===== config.mk =====
export PLATFORM = sky130hd
export DESIGN_NAME = angle_msg_tx
export DESIGN_NICKNAME = d
export VERILOG_FILES = /design/src/rtl/angle_msg_tx.sv
export SDC_FILE = /design/constraint.sdc
export NUM_CORES = 1
export LEC_CHECK = 0
export ABC_AREA = 1
export BUFFER_PORTS_ARGS = -buffer_cell sky130_fd_sc_hd__buf_2
export CELL_PAD_IN_SITES_DETAIL_PLACEMENT = 1
export CELL_PAD_IN_SITES_GLOBAL_PLACEMENT = 2
export CORE_UTILIZATION = 30
export CTS_BUF_LIST = sky130_fd_sc_hd__clkbuf_8
export DETAILED_ROUTE_END_ITERATION = 8
export GPL_TIMING_DRIVEN = 0
export PLACE_DENSITY_LB_ADDON = 0.05
export SYNTH_ARGS = -nofsm -noshare
export SYNTH_HDL_FRONTEND = slang
export SYNTH_SLANG_ARGS = --single-unit

===== constraint.sdc =====
create_clock -name clk -period 1.6 [get_ports clk]
set_input_delay 0.32 -clock clk [delete_from_list [all_inputs] [get_ports clk]]
set_output_delay 0.32 -clock clk [all_outputs]
set_load 0.02 [all_outputs]

===== src/rtl/angle_msg_tx.sv =====
// Serialises a 16-bit angle/command word into two uart_tx bytes (high byte first)
// with a guaranteed idle gap between bytes. Define ANGLE_MSG_TX_REFRESH_EN for periodic resend.
module angle_msg_tx #(
  parameter int GAP_CYCLES     = 240,
  parameter int BUSY_TIMEOUT   = 16,
  parameter int REFRESH_CYCLES = 2400000
) (
  input  logic        clk,
  input  logic        reset,
  input  logic [15:0] msg_in,
  input  logic        msg_valid,
  output logic        msg_ready,
  output logic        start_tx,
  output logic [7:0]  data_to_tx,
  input  logic        tx_busy,
  output logic        msg_done,
  output logic        tx_error
);

  localparam int MAX_GT = (GAP_CYCLES > BUSY_TIMEOUT) ? GAP_CYCLES : BUSY_TIMEOUT;
`ifdef ANGLE_MSG_TX_REFRESH_EN
  localparam int REFRESH_SPAN = REFRESH_CYCLES;
`else
  // Refresh period is accepted for interface compatibility but has no effect here.
  localparam int REFRESH_SPAN = 0 * REFRESH_CYCLES;
`endif
  localparam int CNT_MAX = (REFRESH_SPAN > MAX_GT) ? REFRESH_SPAN : MAX_GT;
  localparam int CNT_W   = $clog2(CNT_MAX + 1);

  typedef enum logic [2:0] {
    IDLE, SEND_HI, WAIT_BUSY_HI, WAIT_FREE_HI, GAP, SEND_LO, WAIT_BUSY_LO, WAIT_FREE_LO
  } state_t;

  state_t             state, state_nxt;
  logic [15:0]        word, word_nxt;
  logic [7:0]         data_nxt;
  logic [CNT_W-1:0]   cnt, cnt_nxt;
  logic               err_nxt, done_nxt;
`ifdef ANGLE_MSG_TX_REFRESH_EN
  logic [CNT_W-1:0]   rcnt, rcnt_nxt;
  logic               have_word, have_nxt;
`endif

  always_ff @(posedge clk) begin
    if (reset) begin
      state      <= IDLE;
      word       <= 16'h0000;
      data_to_tx <= 8'h00;
      cnt        <= '0;
      tx_error   <= 1'b0;
      msg_done   <= 1'b0;
`ifdef ANGLE_MSG_TX_REFRESH_EN
      rcnt       <= '0;
      have_word  <= 1'b0;
`endif
    end else begin
      state      <= state_nxt;
      word       <= word_nxt;
      data_to_tx <= data_nxt;
      cnt        <= cnt_nxt;
      tx_error   <= err_nxt;
      msg_done   <= done_nxt;
`ifdef ANGLE_MSG_TX_REFRESH_EN
      rcnt       <= rcnt_nxt;
      have_word  <= have_nxt;
`endif
    end
  end

  always_comb begin
    state_nxt = state;
    word_nxt  = word;
    data_nxt  = data_to_tx;
    cnt_nxt   = cnt;
    err_nxt   = tx_error;
    done_nxt  = 1'b0;
    start_tx  = 1'b0;
    msg_ready = 1'b0;
`ifdef ANGLE_MSG_TX_REFRESH_EN
    rcnt_nxt  = '0;
    have_nxt  = have_word;
`endif
    case (state)
      IDLE: begin
        msg_ready = ~reset;
        if (msg_valid) begin
          word_nxt  = msg_in;
          data_nxt  = msg_in[15:8];
          err_nxt   = 1'b0;
          state_nxt = SEND_HI;
`ifdef ANGLE_MSG_TX_REFRESH_EN
          have_nxt  = 1'b1;
        end else if (have_word && rcnt == CNT_W'(REFRESH_CYCLES - 1)) begin
          data_nxt  = word[15:8];
          state_nxt = SEND_HI;
        end else if (have_word) begin
          rcnt_nxt  = rcnt + CNT_W'(1);
`endif
        end
      end
      SEND_HI: begin
        start_tx  = 1'b1;
        cnt_nxt   = '0;
        state_nxt = WAIT_BUSY_HI;
      end
      // A busy level already present counts as the rise; no fresh edge is required.
      WAIT_BUSY_HI, WAIT_BUSY_LO: begin
        if (tx_busy) begin
          state_nxt = (state == WAIT_BUSY_HI) ? WAIT_FREE_HI : WAIT_FREE_LO;
        end else if (cnt == CNT_W'(BUSY_TIMEOUT - 1)) begin
          err_nxt   = 1'b1;
          state_nxt = IDLE;
        end else begin
          cnt_nxt   = cnt + CNT_W'(1);
        end
      end
      WAIT_FREE_HI: begin
        if (!tx_busy) begin
          cnt_nxt   = '0;
          state_nxt = GAP;
        end
      end
      GAP: begin
        if (cnt == CNT_W'(GAP_CYCLES - 1)) begin
          data_nxt  = word[7:0];
          state_nxt = SEND_LO;
        end else begin
          cnt_nxt   = cnt + CNT_W'(1);
        end
      end
      SEND_LO: begin
        start_tx  = 1'b1;
        cnt_nxt   = '0;
        state_nxt = WAIT_BUSY_LO;
      end
      WAIT_FREE_LO: begin
        if (!tx_busy) begin
          done_nxt  = 1'b1;
          state_nxt = IDLE;
        end
      end
      default: state_nxt = IDLE;
    endcase
  end

endmodule


**After elaboration in Yosys (flattened, before gate mapping)**

Cells that the tools add are included.

- $add $sub $neg: 1
- Multiply operators: 0
- Div/mod/pow operators: 0
- Order comparisons: 0
- Eq/ne operators: 18
- Shifts and indexed selects: 0
- Muxes and demuxes: 23
- Bitwise operators: 2
- Reductions and logical operators: 12

Operators by type and width:

| operator | count |
|---|---|
| 8-bit 2-to-1 mux | 6 |
| 8-bit one-hot mux with 4 select lines | 1 |
| 3-bit 2-to-1 mux | 7 |
| 3-bit one-hot mux with 7 select lines | 1 |
| 2-bit inequality test (second input constant) | 8 |
| 8-bit one-hot mux with 2 select lines | 1 |
| 3-bit equality test (second input constant) | 4 |
| 5-bit AND reduction | 2 |
| 8-bit by 1-bit adder with 8-bit output (second input constant) | 1 |
| 8-bit by 4-bit equality test with 1-bit output (second input constant) | 1 |
| 8-bit equality test (second input constant) | 1 |
| 3-bit by 2-bit equality test with 1-bit output (second input constant) | 2 |
| 1-bit 2-to-1 mux | 6 |
| 2-bit OR reduction | 3 |
| 4-bit AND reduction | 1 |
| 2-bit nonzero test | 2 |
| 4-bit nonzero test | 1 |
| 3-bit by 1-bit equality test with 1-bit output (second input constant) | 1 |
| 3-bit logical NOT | 1 |
| 3-bit inequality test (second input constant) | 1 |
| 3-bit AND reduction | 1 |
| 1-bit NOT | 2 |
| 1-bit one-hot mux with 2 select lines | 1 |
| 2-bit AND reduction | 1 |

- Register bits after elaboration: 29
- Bits in latches: 0
- Bits in writable memories: 0
- Memory bits (read-only): 0
- Bits of input ports: 20
- Memories kept: 0

**Depth between registers and ports, before layout**

Gate-level depths: netlist of the first run.

- Depth after elaboration: 4
- Gate-level depth with buffers: 10
- Gate-level depth less buffers: 9

**Least setup slack after synthesis of the first run**

Ideal clock, no wire load.

- Path kind: flip-flop to output port
- From: register state[1]
- To: output port msg_ready
- Arrival: 998 ps
- Required time: 1280 ps
- Setup slack: 282 ps
- Stages on the path, launching flop included: 7
- Buffers on the path: 1
- Cells stage by stage: dfxtp_1 buf_4 inv_2 nand2_4 nor2_4 inv_1 nor2_1

- Longest elaborated chain between the ends: 2

Ends and longest elaborated chain:

| element | RTL line | RTL |
|---|---|---|
| from (decl) | 34 | `state_t state, state_nxt;` |
| from (signal assigned) | 57 | `state <= state_nxt;` |
| 3-bit logical NOT | 83 | `case (state)` |
| 1-bit 2-to-1 mux | 83 |  |
| to (decl) | 12 | `output logic msg_ready,` |

No other way between the ends.

**Final worst setup path of the first run**

Ends and elaborated chain as after synthesis.

==> results of run 1 <==
path summary, 6_finish.rpt:
kind	startpoint	end	slack (ns)	depth (start not counted)
worst min-delay path	reset	msg_done	0.24	2
worst min register to register	word[3]	word[3]	0.47	2
worst max register to register	cnt[0]	data_to_tx[7]	0.13	8
worst max-delay path	state[1]	msg_ready	0.09	6
metal layers:
layer / track usage, % / vias to the layer above / share of wire (%)
li1: - / 778 / -
met1: 23.00 / 680 / 48
met3: 4.079 / 5 / 2.8
met5: 0 / - / 0
met4: 5.882 / 0 / 0.99
met2: 27.99 / 22 / 48
sequential cells by signal, indices dropped and copies added (netlist names):
name and flops:
state 3, data_to_tx 8, msg_done 1, cnt 8
tx_error 1, word 8
cell usage in the layout (no fill, tap or decap):
| cell type | count |
|---|---|
| sky130_fd_sc_hd__inv_1 | 19 |
| sky130_fd_sc_hd__nand4_1 | 2 |
| sky130_fd_sc_hd__nor2_1 | 35 |
| sky130_fd_sc_hd__nand3_2 | 2 |
| sky130_fd_sc_hd__nand2_1 | 45 |
| sky130_fd_sc_hd__nand3_1 | 5 |
| sky130_fd_sc_hd__clkbuf_8 | 5 |
| sky130_fd_sc_hd__buf_2 | 31 |
| sky130_fd_sc_hd__clkinvlp_4 | 1 |
| sky130_fd_sc_hd__o21ai_1 | 11 |
| sky130_fd_sc_hd__dfxtp_1 | 25 |
| sky130_fd_sc_hd__o21bai_1 | 1 |
| sky130_fd_sc_hd__nor2_2 | 2 |
| sky130_fd_sc_hd__clkbuf_1 | 2 |
| sky130_fd_sc_hd__o21ai_2 | 1 |
| sky130_fd_sc_hd__clkinv_2 | 2 |
| sky130_fd_sc_hd__nand2_2 | 4 |
| sky130_fd_sc_hd__nor2_4 | 2 |
| sky130_fd_sc_hd__nor3b_1 | 2 |
| sky130_fd_sc_hd__dfxtp_2 | 3 |
| sky130_fd_sc_hd__a21oi_1 | 18 |
| sky130_fd_sc_hd__a21boi_0 | 1 |
| sky130_fd_sc_hd__dfxtp_4 | 1 |
| sky130_fd_sc_hd__buf_4 | 8 |
| sky130_fd_sc_hd__xnor2_1 | 1 |
| sky130_fd_sc_hd__inv_2 | 8 |
| sky130_fd_sc_hd__a31oi_1 | 2 |
| sky130_fd_sc_hd__ha_2 | 1 |
| sky130_fd_sc_hd__inv_4 | 1 |
| sky130_fd_sc_hd__nand2_4 | 3 |
| sky130_fd_sc_hd__buf_6 | 1 |
| sky130_fd_sc_hd__nor4_1 | 1 |
| sky130_fd_sc_hd__o21ai_0 | 16 |
layout make-up:
type / instances / area [sq um] / area share [%]
Clock buffer: 5 / 68.82 / 3.736
Timing Repair Buffer: 38 / 210.2 / 11.41
Multi-Input combinational cell: 155 / 758.2 / 41.17
Tap cell: 54 / 67.56 / 3.668
Sequential cell: 29 / 588.1 / 31.93
Clock inverter: 3 / 17.52 / 0.9511
Buffer: 4 / 23.77 / 1.291
Inverter: 28 / 107.6 / 5.842
power breakdown:
group	switching [mW]	total, mW	leakage (nW)	internal (mW)
Sequential	0.0842	0.965	0.240	0.880
Clock	0.304	0.604	0.0439	0.300
Combinational	0.726	1.14	0.570	0.413
repair_timing:
| item | 4_1_cts | 5_1_grt |
|---|---|---|
| setup buffers | 2 | 5 |
| endpoints found under the setup margin | 8 | 19 |
| gates resized for setup | 3 | 8 |
| pin swaps | 1 | 1 |
logic make-up (layout without fill, tap and decap cells):
| kind of cell | Yosys count | after routing | synth area share (%) |
|---|---|---|---|
| AND/OR/NAND/NOR | 103 | 103 | 31.85 |
| flip-flops | 29 | 29 | 39.73 |
| adder cells (fa/ha/maj) | 1 | 1 | 0.8560 |
| AO/OA/AOI/OAI | 50 | 50 | 17.64 |
| buffers and inverters | 33 | 78 | 9.332 |
| XOR/XNOR | 1 | 1 | 0.5994 |
metrics by stage:
step,area [sq um],std cells,power (mW),util [%]
3_3_place_gp,1684,302,1.979,35.89
4_1_cts,1787,311,2.666,38.08
6_report,1842,316,2.707,39.25
3_5_place_dp,1684,302,1.986,35.89
5_1_grt,1842,316,2.929,39.25
2_1_floorplan,1461,217,1.669,-
==> impl_metrics.yaml, run 1 <==
logic_synthesis:
  synth_top_area_cell: "sky130_fd_sc_hd__dfxtp_1"
  synth.most_common_cell: "sky130_fd_sc_hd__nand2_1"
  ys_async_sr_fraction_pct: 0
  ys.flop_type: "sky130_fd_sc_hd__dfxtp_1"
  synth_largest_type_area_fraction_pct: 39.73
  postSynthAreaPerCell_sq_um: 6.735
  synth_edf_count: 0
  synth_top_cells_by_area: "sky130_fd_sc_hd__dfxtp_1 40%, sky130_fd_sc_hd__nand2_1 12%, sky130_fd_sc_hd__nor2_1 9.0%"
  synth_cell_types: 26
  postSynthNetCount: 238
  synth.yosys.seq_area_share_pct: 39.73
  synthCells: 217
  synthesis.area_sq_um: 1461
  synth-warning-count: 0
  flip_flop_and_latch_count_after_synthesis: 29
  post_synth_most_frequent_cells: "46 x sky130_fd_sc_hd__nand2_1, 35 x sky130_fd_sc_hd__nor2_1, 29 x sky130_fd_sc_hd__dfxtp_1"
floorplan:
  die_y_um: 71.80
  die_area_sq_um: 5155
  rows: 25
  num_io_pins: 32
  die_wd_um: 71.80
  design.core.area_sq_um: 4692
  initial_core_util_pct: 31.15
sta:
  slew_viol_final: 0
  hold_ws_ns: 0.2362
  layout_worst_path_cycle_share_pct: 94.56
  aggregate_negative_setup_slack_ns: 0
  finalHoldViolCount: 0
  fin_skew_ns: 0.004585
  final.min_clock_period_ns: 1.513
  finalSetupViolCount: 0
  slew_headroom_pct: 65.45
  worstMarginPinSlew_ns: 0.5183
  maxClockFrequency_mhz: 661.0
  timing.final.ws_setup_ns: 0.08710
cells_and_area:
  fin_nets: 282
  antenna_cells_inserted: 0
  number_of_inserted_filler_cells_in_the_final_layout: 631
  fraction_of_final_layout_cells_with_drive_strength_greater_than_1_pct: 29.01
  flow.area_growth_from_synthesis_pct: 26.03
critical_path:
  crit_path_cell_trace: "inv_2 > nand2_4 > nor2_4 > inv_1 > nor2_1 > buf_4"
  setup.worst_path.start_class: "register"
  critical_path_buf_inv_count: 3
  setup.worst_path.class: "register to output port"
  arrival_ns: 1.19
  cp_data_required_time_ns: 1.28
  timing.critical_path.slowest_cell_delay_ns: 0.36
  path_max_fanout: 5
  worst_path_dominant_cell_family: "flip-flops"
  critical-path-slowest-cell: "sky130_fd_sc_hd__dfxtp_4"
  cp-end-kind: "output port"
clock_tree:
  cts_hold_buf: 0
  tritoncts: "yes"
  clock_latency_ns: 0.28
  clk_pin_slew_ns: 0.07
  clock_path_buffers: 2
  cts.htree.levels: 2
  clock_sink_count: 29
  numCtsBuffers: 5
  master_cell_of_the_clock_root_buffer: "sky130_fd_sc_hd__clkbuf_8"
global_routing:
  antenna_found_initial: 0
  grt_use_total_pct: 17.43
  globalRouteOverflowTotal: 0
  grt_pass1_vias: 1417
  first_pass_grt_wire_length_um: 6851
  grt_start_max_net_pins: 11
routing:
  route.detailed.drc: 0
  detail_route.iter0.violations: 35
  drtPass1Iterations: 4
  detailroute.via_count: 1485
  drtAntennaViolNets: 0
  drt-vias-per-instance: 4.699
  route.final.wire_length_um: 4036
  route.detailed.wl_per_inst_um: 12.77
status:
  outcome: "completed"
placed_design:
  placement.io_buffers: 31
  dp.final_hpwl_um: 2987
  place_congestion: 0.6993
  post-place-ws_ns: -0.0002522
hold_path:
  hold_class: "input pin to register"
power:
  total_leakage_power_nw: 0.8538
  power_per_cell_area_nw_per_um2: 1470
  peakVddDrop_v: 0.0005050
run:
  cap_violations: 0
Note: power is estimated with default switching activity, not from simulation.
==> run 2, diff against run 1 <==
--- a/config.mk
+++ b/config.mk
@@ -14,6 +14,7 @@
 export DETAILED_ROUTE_END_ITERATION = 8
 export GPL_TIMING_DRIVEN = 0
 export PLACE_DENSITY_LB_ADDON = 0.05
+export REMOVE_ABC_BUFFERS = 1
 export SYNTH_ARGS = -nofsm -noshare
 export SYNTH_HDL_FRONTEND = slang
 export SYNTH_SLANG_ARGS = --single-unit
==> run 2 against run 1 <==
  * Total power decreased by 1.8%
  * Clock power decreased by 5.0%
  * Register-to-register slack about the same
  * Combinational power about the same
  * Critical endpoint unchanged
  * Largest power group unchanged
==> impl_metrics.yaml, run 2 (synthesis gave the netlist of run 1 again) <==
status:
  outcome: "completed"
cells_and_area:
  largestRegisters: "cnt (8), data_to_tx (8), word (8)"
  seqCellArea_sq_um: 589.3
  final_common_cell: "sky130_fd_sc_hd__nand2_1"
  layout_common_cells: "46 x sky130_fd_sc_hd__nand2_1, 33 x sky130_fd_sc_hd__nor2_1, 30 x sky130_fd_sc_hd__buf_2"
  antenna_cells_inserted: 0
  number_of_inserted_filler_cells_in_the_final_layout: 625
  final_cell_count_no_fill: 310
  multi_input_area_sq_um: 778.2
  fin_nets: 276
  post-route-util_pct: 38.88
  fraction_of_final_layout_cells_with_drive_strength_greater_than_1_pct: 28.13
  flow.area_growth_from_synthesis_pct: 24.83
hold_path:
  holdPathEnd: "msg_done"
  worst_hold_startpoint: "tx_busy"
  hold_class: "input pin to register"
  hold_path_cell_cnt: 2
floorplan:
  design.core.area_sq_um: 4692
  die_area_sq_um: 5155
  num_io_pins: 32
  initial_core_util_pct: 31.15
  die_y_um: 71.80
  die_wd_um: 71.80
  rows: 25
critical_path:
  setup.worst_path.start_class: "register"
  cp-end-kind: "output port"
  worst_r2r_path_cells: 8
  path_max_fanout: 4
  cp_data_required_time_ns: 1.28
  worst_path_dominant_cell_family: "flip-flops"
  critical_path_buf_inv_count: 3
  r2r-end: "data_to_tx[4]"
  r2r_start: "state[0]"
  setup.worst_path.class: "register to output port"
  timing.critical_path.slowest_cell_delay_ns: 0.34
  arrival_ns: 1.21
  crit_path_cell_trace: "inv_2 > nand2_4 > nor2_4 > inv_2 > nor2_4 > buf_6"
  reg2reg_setup_slack_ns: 0.12
  critical-path-slowest-cell: "sky130_fd_sc_hd__dfxtp_1"
run:
  cap_violations: 0
clock_tree:
  clock_path_buffers: 2
  tritoncts: "yes"
  numCtsBuffers: 5
  master_cell_of_the_clock_root_buffer: "sky130_fd_sc_hd__clkbuf_8"
  cts.htree.levels: 2
  clock_sink_count: 29
  clk_pin_slew_ns: 0.06
  clock_latency_ns: 0.28
global_routing:
  grt_start_max_net_pins: 20
  first_pass_grt_wire_length_um: 6244
  globalRouteOverflowTotal: 0
  grt_pass1_vias: 1330
  antenna_found_initial: 0
  grt_use_total_pct: 15.86
routing:
  route.detailed.drc: 0
  detailroute.via_count: 1438
  detail_route.iter0.violations: 70
  drtAntennaViolNets: 0
  drtPass1Iterations: 4
  route.detailed.wl_per_inst_um: 12.33
  drt-vias-per-instance: 4.639
  route.final.wire_length_um: 3823
sta:
  finalHoldViolCount: 0
  layout_worst_path_cycle_share_pct: 95.42
  slew_headroom_pct: 65.29
  rsz0062_at_grt: "false"
  fin_skew_ns: 0.001803
  finalSetupViolCount: 0
  worstMarginPinSlew_ns: 0.5201
  aggregate_negative_setup_slack_ns: 0
  slew_viol_final: 0
  final.min_clock_period_ns: 1.527
  maxClockFrequency_mhz: 655.0
placed_design:
  place_congestion: 0.7581
  placed_cells_incl_taps: 297
  placement.io_buffers: 31
  dp.final_hpwl_um: 2729
power:
  peakVddDrop_v: 0.0007341
  post-layout-total-power_mw: 2.660
  power_per_cell_area_nw_per_um2: 1458
  total_leakage_power_nw: 0.8406
[run 2: changes by cell type in the layout (fill, tap and decap cells not counted), sizes merged]
cell      change
buf           -4
clkbuf        -2
inv           +1
clkinvlp      -1
[run 2: metrics by stage]
step                      area [sq um]  hold WS [ns]  setup WS, ns
after detailed placement          1653        0.4493     -0.007512
after global placement            1653        0.4414     -0.005833
final                             1824        0.2624       0.07325
after floorplan                   1430        0.3891        0.2963
after global routing              1824        0.2673      0.004068
after CTS                         1742        0.2566      0.005459
[run 2: final cells by class]
class	count	area share, %
multi-input cells	155	42.66
flip-flops and latches	29	32.30
repair buffers	36	10.91
inverters	28	5.898
clock buffers	5	3.772
well taps	54	3.704
clock inverters	3	0.7545
[run 2: layer usage]
metal  routed length [um]  track usage (%)
met5                    0                0
met4                   36            5.882
met3                  105            4.219
met2                 1816            24.11
met1                 1865            21.54
[run 2: report_power, final]
part	switching, mW	internal [mW]	leakage (nW)
logic	0.724	0.397	0.552
clock network	0.279	0.294	0.0491
registers	0.0855	0.880	0.240
[run 2: worst max path at each step]
stage | start | endpoint | depth (start not counted)
floorplan | cnt[0] | data_to_tx[0] | 8
global placement | cnt[0] | data_to_tx[4] | 8
detailed placement | cnt[0] | cnt[7] | 6
CTS | state[0] | msg_ready | 6
global route | state[0] | msg_ready | 6
finish | state[0] | msg_ready | 6
[run 2: repair_timing]
action                     4_1_cts  5_1_grt
gates resized for setup          3       14
buffers inserted                 0        5
hold buffers                     0        0
pin swaps                        0        3
setup endpoints to repair        7       18
==> run 3, diff against run 2 <==
==> constraint.sdc (replaced) <==
create_clock -name clk -period 1.6 [get_ports clk]
set_input_delay 0.16 -clock clk [delete_from_list [all_inputs] [get_ports clk]]
set_output_delay 0.16 -clock clk [all_outputs]
set_load 0.02 [all_outputs]
==> run 3 against run 2 <==
  * Sequential cell count is the same
  * First-iteration DRC count is 26% higher
  * Clock-buffer cell count unchanged
  * Clock skew increased by 0.0014 ns
  * Die area did not move
  * Worst setup slack improved by 0.068 ns
  * Critical path type unchanged
  * Largest power group unchanged
==> impl_metrics.yaml, run 3 (synthesis gave the netlist of run 1 again) <==
routing:
  drtPass1Iterations: 4
  detailroute.via_count: 1417
  drtAntennaViolNets: 0
  route.final.wire_length_um: 3744
  detail_route.iter0.violations: 88
  route.detailed.drc: 0
  drt-vias-per-instance: 4.646
  route.detailed.wl_per_inst_um: 12.28
floorplan:
  die_area_sq_um: 5155
  rows: 25
  die_wd_um: 71.80
  num_io_pins: 32
  die_y_um: 71.80
  design.core.area_sq_um: 4692
  initial_core_util_pct: 31.15
clock_tree:
  clock_sink_count: 29
  numCtsBuffers: 5
  master_cell_of_the_clock_root_buffer: "sky130_fd_sc_hd__clkbuf_8"
  clock_latency_ns: 0.28
  clock_path_buffers: 2
  clk_pin_slew_ns: 0.06
  cts_hold_buf: 0
  tritoncts: "yes"
  post-cts-setup-buffers: 0
  cts.htree.levels: 2
sta:
  worstMarginPinSlew_ns: 0.5246
  slew_headroom_pct: 64.99
  finalHoldViolCount: 0
  fin_skew_ns: 0.003213
  rsz0062_at_grt: "false"
  layout_worst_path_cycle_share_pct: 91.18
  timing.final.ws_setup_ns: 0.1411
  final.min_clock_period_ns: 1.459
  slew_viol_final: 0
  maxClockFrequency_mhz: 685.5
  finalSetupViolCount: 0
critical_path:
  arrival_ns: 1.30
  path_max_fanout: 8
  cp_data_required_time_ns: 1.44
  setup.worst_path.start_class: "register"
  cp-end-kind: "output port"
  setup.worst_path.class: "register to output port"
power:
  peakVddDrop_v: 0.0006845
  post-layout-total-power_mw: 2.514
  total_leakage_power_nw: 0.8167
  power_per_cell_area_nw_per_um2: 1419
run:
  cap_violations: 0
cells_and_area:
  antenna_cells_inserted: 0
  layout_common_cells: "46 x sky130_fd_sc_hd__nand2_1, 34 x sky130_fd_sc_hd__nor2_1, 31 x sky130_fd_sc_hd__buf_2"
  fraction_of_final_layout_cells_with_drive_strength_greater_than_1_pct: 25.50
  final_area_sq_um: 1772
  fin_nets: 271
  flow.area_growth_from_synthesis_pct: 21.23
  final_common_cell: "sky130_fd_sc_hd__nand2_1"
  number_of_inserted_filler_cells_in_the_final_layout: 626
  largestRegisters: "cnt (8), data_to_tx (8), word (8)"
placed_design:
  post-place-ws_ns: -0.007512
  place_area_sq_um: 1653
  place_congestion: 0.7581
  placement.io_buffers: 31
  dp.final_hpwl_um: 2729
status:
  outcome: "completed"
global_routing:
  first_pass_grt_wire_length_um: 6244
  grt_pass1_vias: 1330
  antenna_found_initial: 0
  grt_use_total_pct: 15.86
  globalRouteOverflowTotal: 0
  grt_start_max_net_pins: 20
hold_path:
  hold_class: "input pin to register"
[run 3: cell types whose count changed in the layout (fill, tap and decap cells not counted)]
| cell | previous run | this run |
|---|---|---|
| sky130_fd_sc_hd__nor2_4 | 4 | 3 |
| sky130_fd_sc_hd__buf_2 | 30 | 31 |
| sky130_fd_sc_hd__nand2_2 | 3 | 2 |
| sky130_fd_sc_hd__dfxtp_4 | 2 | 1 |
| sky130_fd_sc_hd__nor2_1 | 33 | 34 |
| sky130_fd_sc_hd__buf_4 | 5 | 0 |
| sky130_fd_sc_hd__dfxtp_1 | 26 | 27 |
| sky130_fd_sc_hd__buf_6 | 1 | 0 |
| sky130_fd_sc_hd__inv_4 | 1 | 0 |
| sky130_fd_sc_hd__nand2_4 | 3 | 4 |
| sky130_fd_sc_hd__inv_1 | 19 | 20 |
[run 3: stage by stage]
stage               hold slack [ns]  utilization [%]  setup TNS [ns]  cells
floorplan                    0.2291                -               0    212
global placement             0.3958            35.23       -0.005833    297
detailed placement           0.3964            35.23        -0.02608    297
CTS                         0.09712            37.09               0    305
global route                 0.1084            37.76               0    305
finish                       0.1061            37.76               0    305
[run 3: power by group]
group | total, mW | internal [mW] | switching, mW
Clock | 0.570 | 0.294 | 0.275
Sequential | 0.959 | 0.874 | 0.0850
Combinational | 0.985 | 0.299 | 0.687
[run 3: worst paths after layout]
kind                            startpoint         to  slack (ns)  depth (start not counted)
worst max-delay path              state[1]  msg_ready        0.14                          6
worst min register to register     word[2]    word[2]        0.46                          2
worst min-delay path               tx_busy   msg_done        0.11                          2
worst max register to register      cnt[0]     cnt[2]        0.15                          9
[run 3: layout make-up]
| cell class | count | area (sq um) | share of cell area, % |
|---|---|---|---|
| Tap cell | 54 | 67.56 | 3.814 |
| Inverter | 28 | 105.1 | 5.932 |
| Clock inverter | 3 | 13.76 | 0.7768 |
| Clock buffer | 5 | 68.82 | 3.884 |
| Multi-Input combinational cell | 155 | 775.7 | 43.79 |
| Timing Repair Buffer | 31 | 155.1 | 8.757 |
| Sequential cell | 29 | 585.6 | 33.05 |
[run 3: worst max-delay path, stage by stage, from the launching register on]
cell and delay [ns]:
sky130_fd_sc_hd__dfxtp_1 0.38, sky130_fd_sc_hd__inv_2 0.10, sky130_fd_sc_hd__nand2_4 0.07, sky130_fd_sc_hd__nor2_4 0.15
sky130_fd_sc_hd__inv_1 0.07, sky130_fd_sc_hd__nor2_1 0.09, sky130_fd_sc_hd__buf_2 0.17
[run 3: per-layer routing]
| layer | wire length (um) | global-route usage (%) | up-vias | part of all wire (%) |
|---|---|---|---|---|
| met5 | 0 | 0 | - | 0 |
| met4 | 36 | 5.882 | 0 | 0.96 |
| met3 | 105 | 4.219 | 4 | 2.8 |
| met2 | 1733 | 24.11 | 21 | 46 |
| met1 | 1869 | 21.54 | 632 | 50 |
| li1 | - | - | 760 | - |
[run 3: timing repair]
item | 4_1_cts | 5_1_grt
resized for setup | 2 | 8
cloned | 0 | 0
endpoints found under the setup margin | 6 | 17
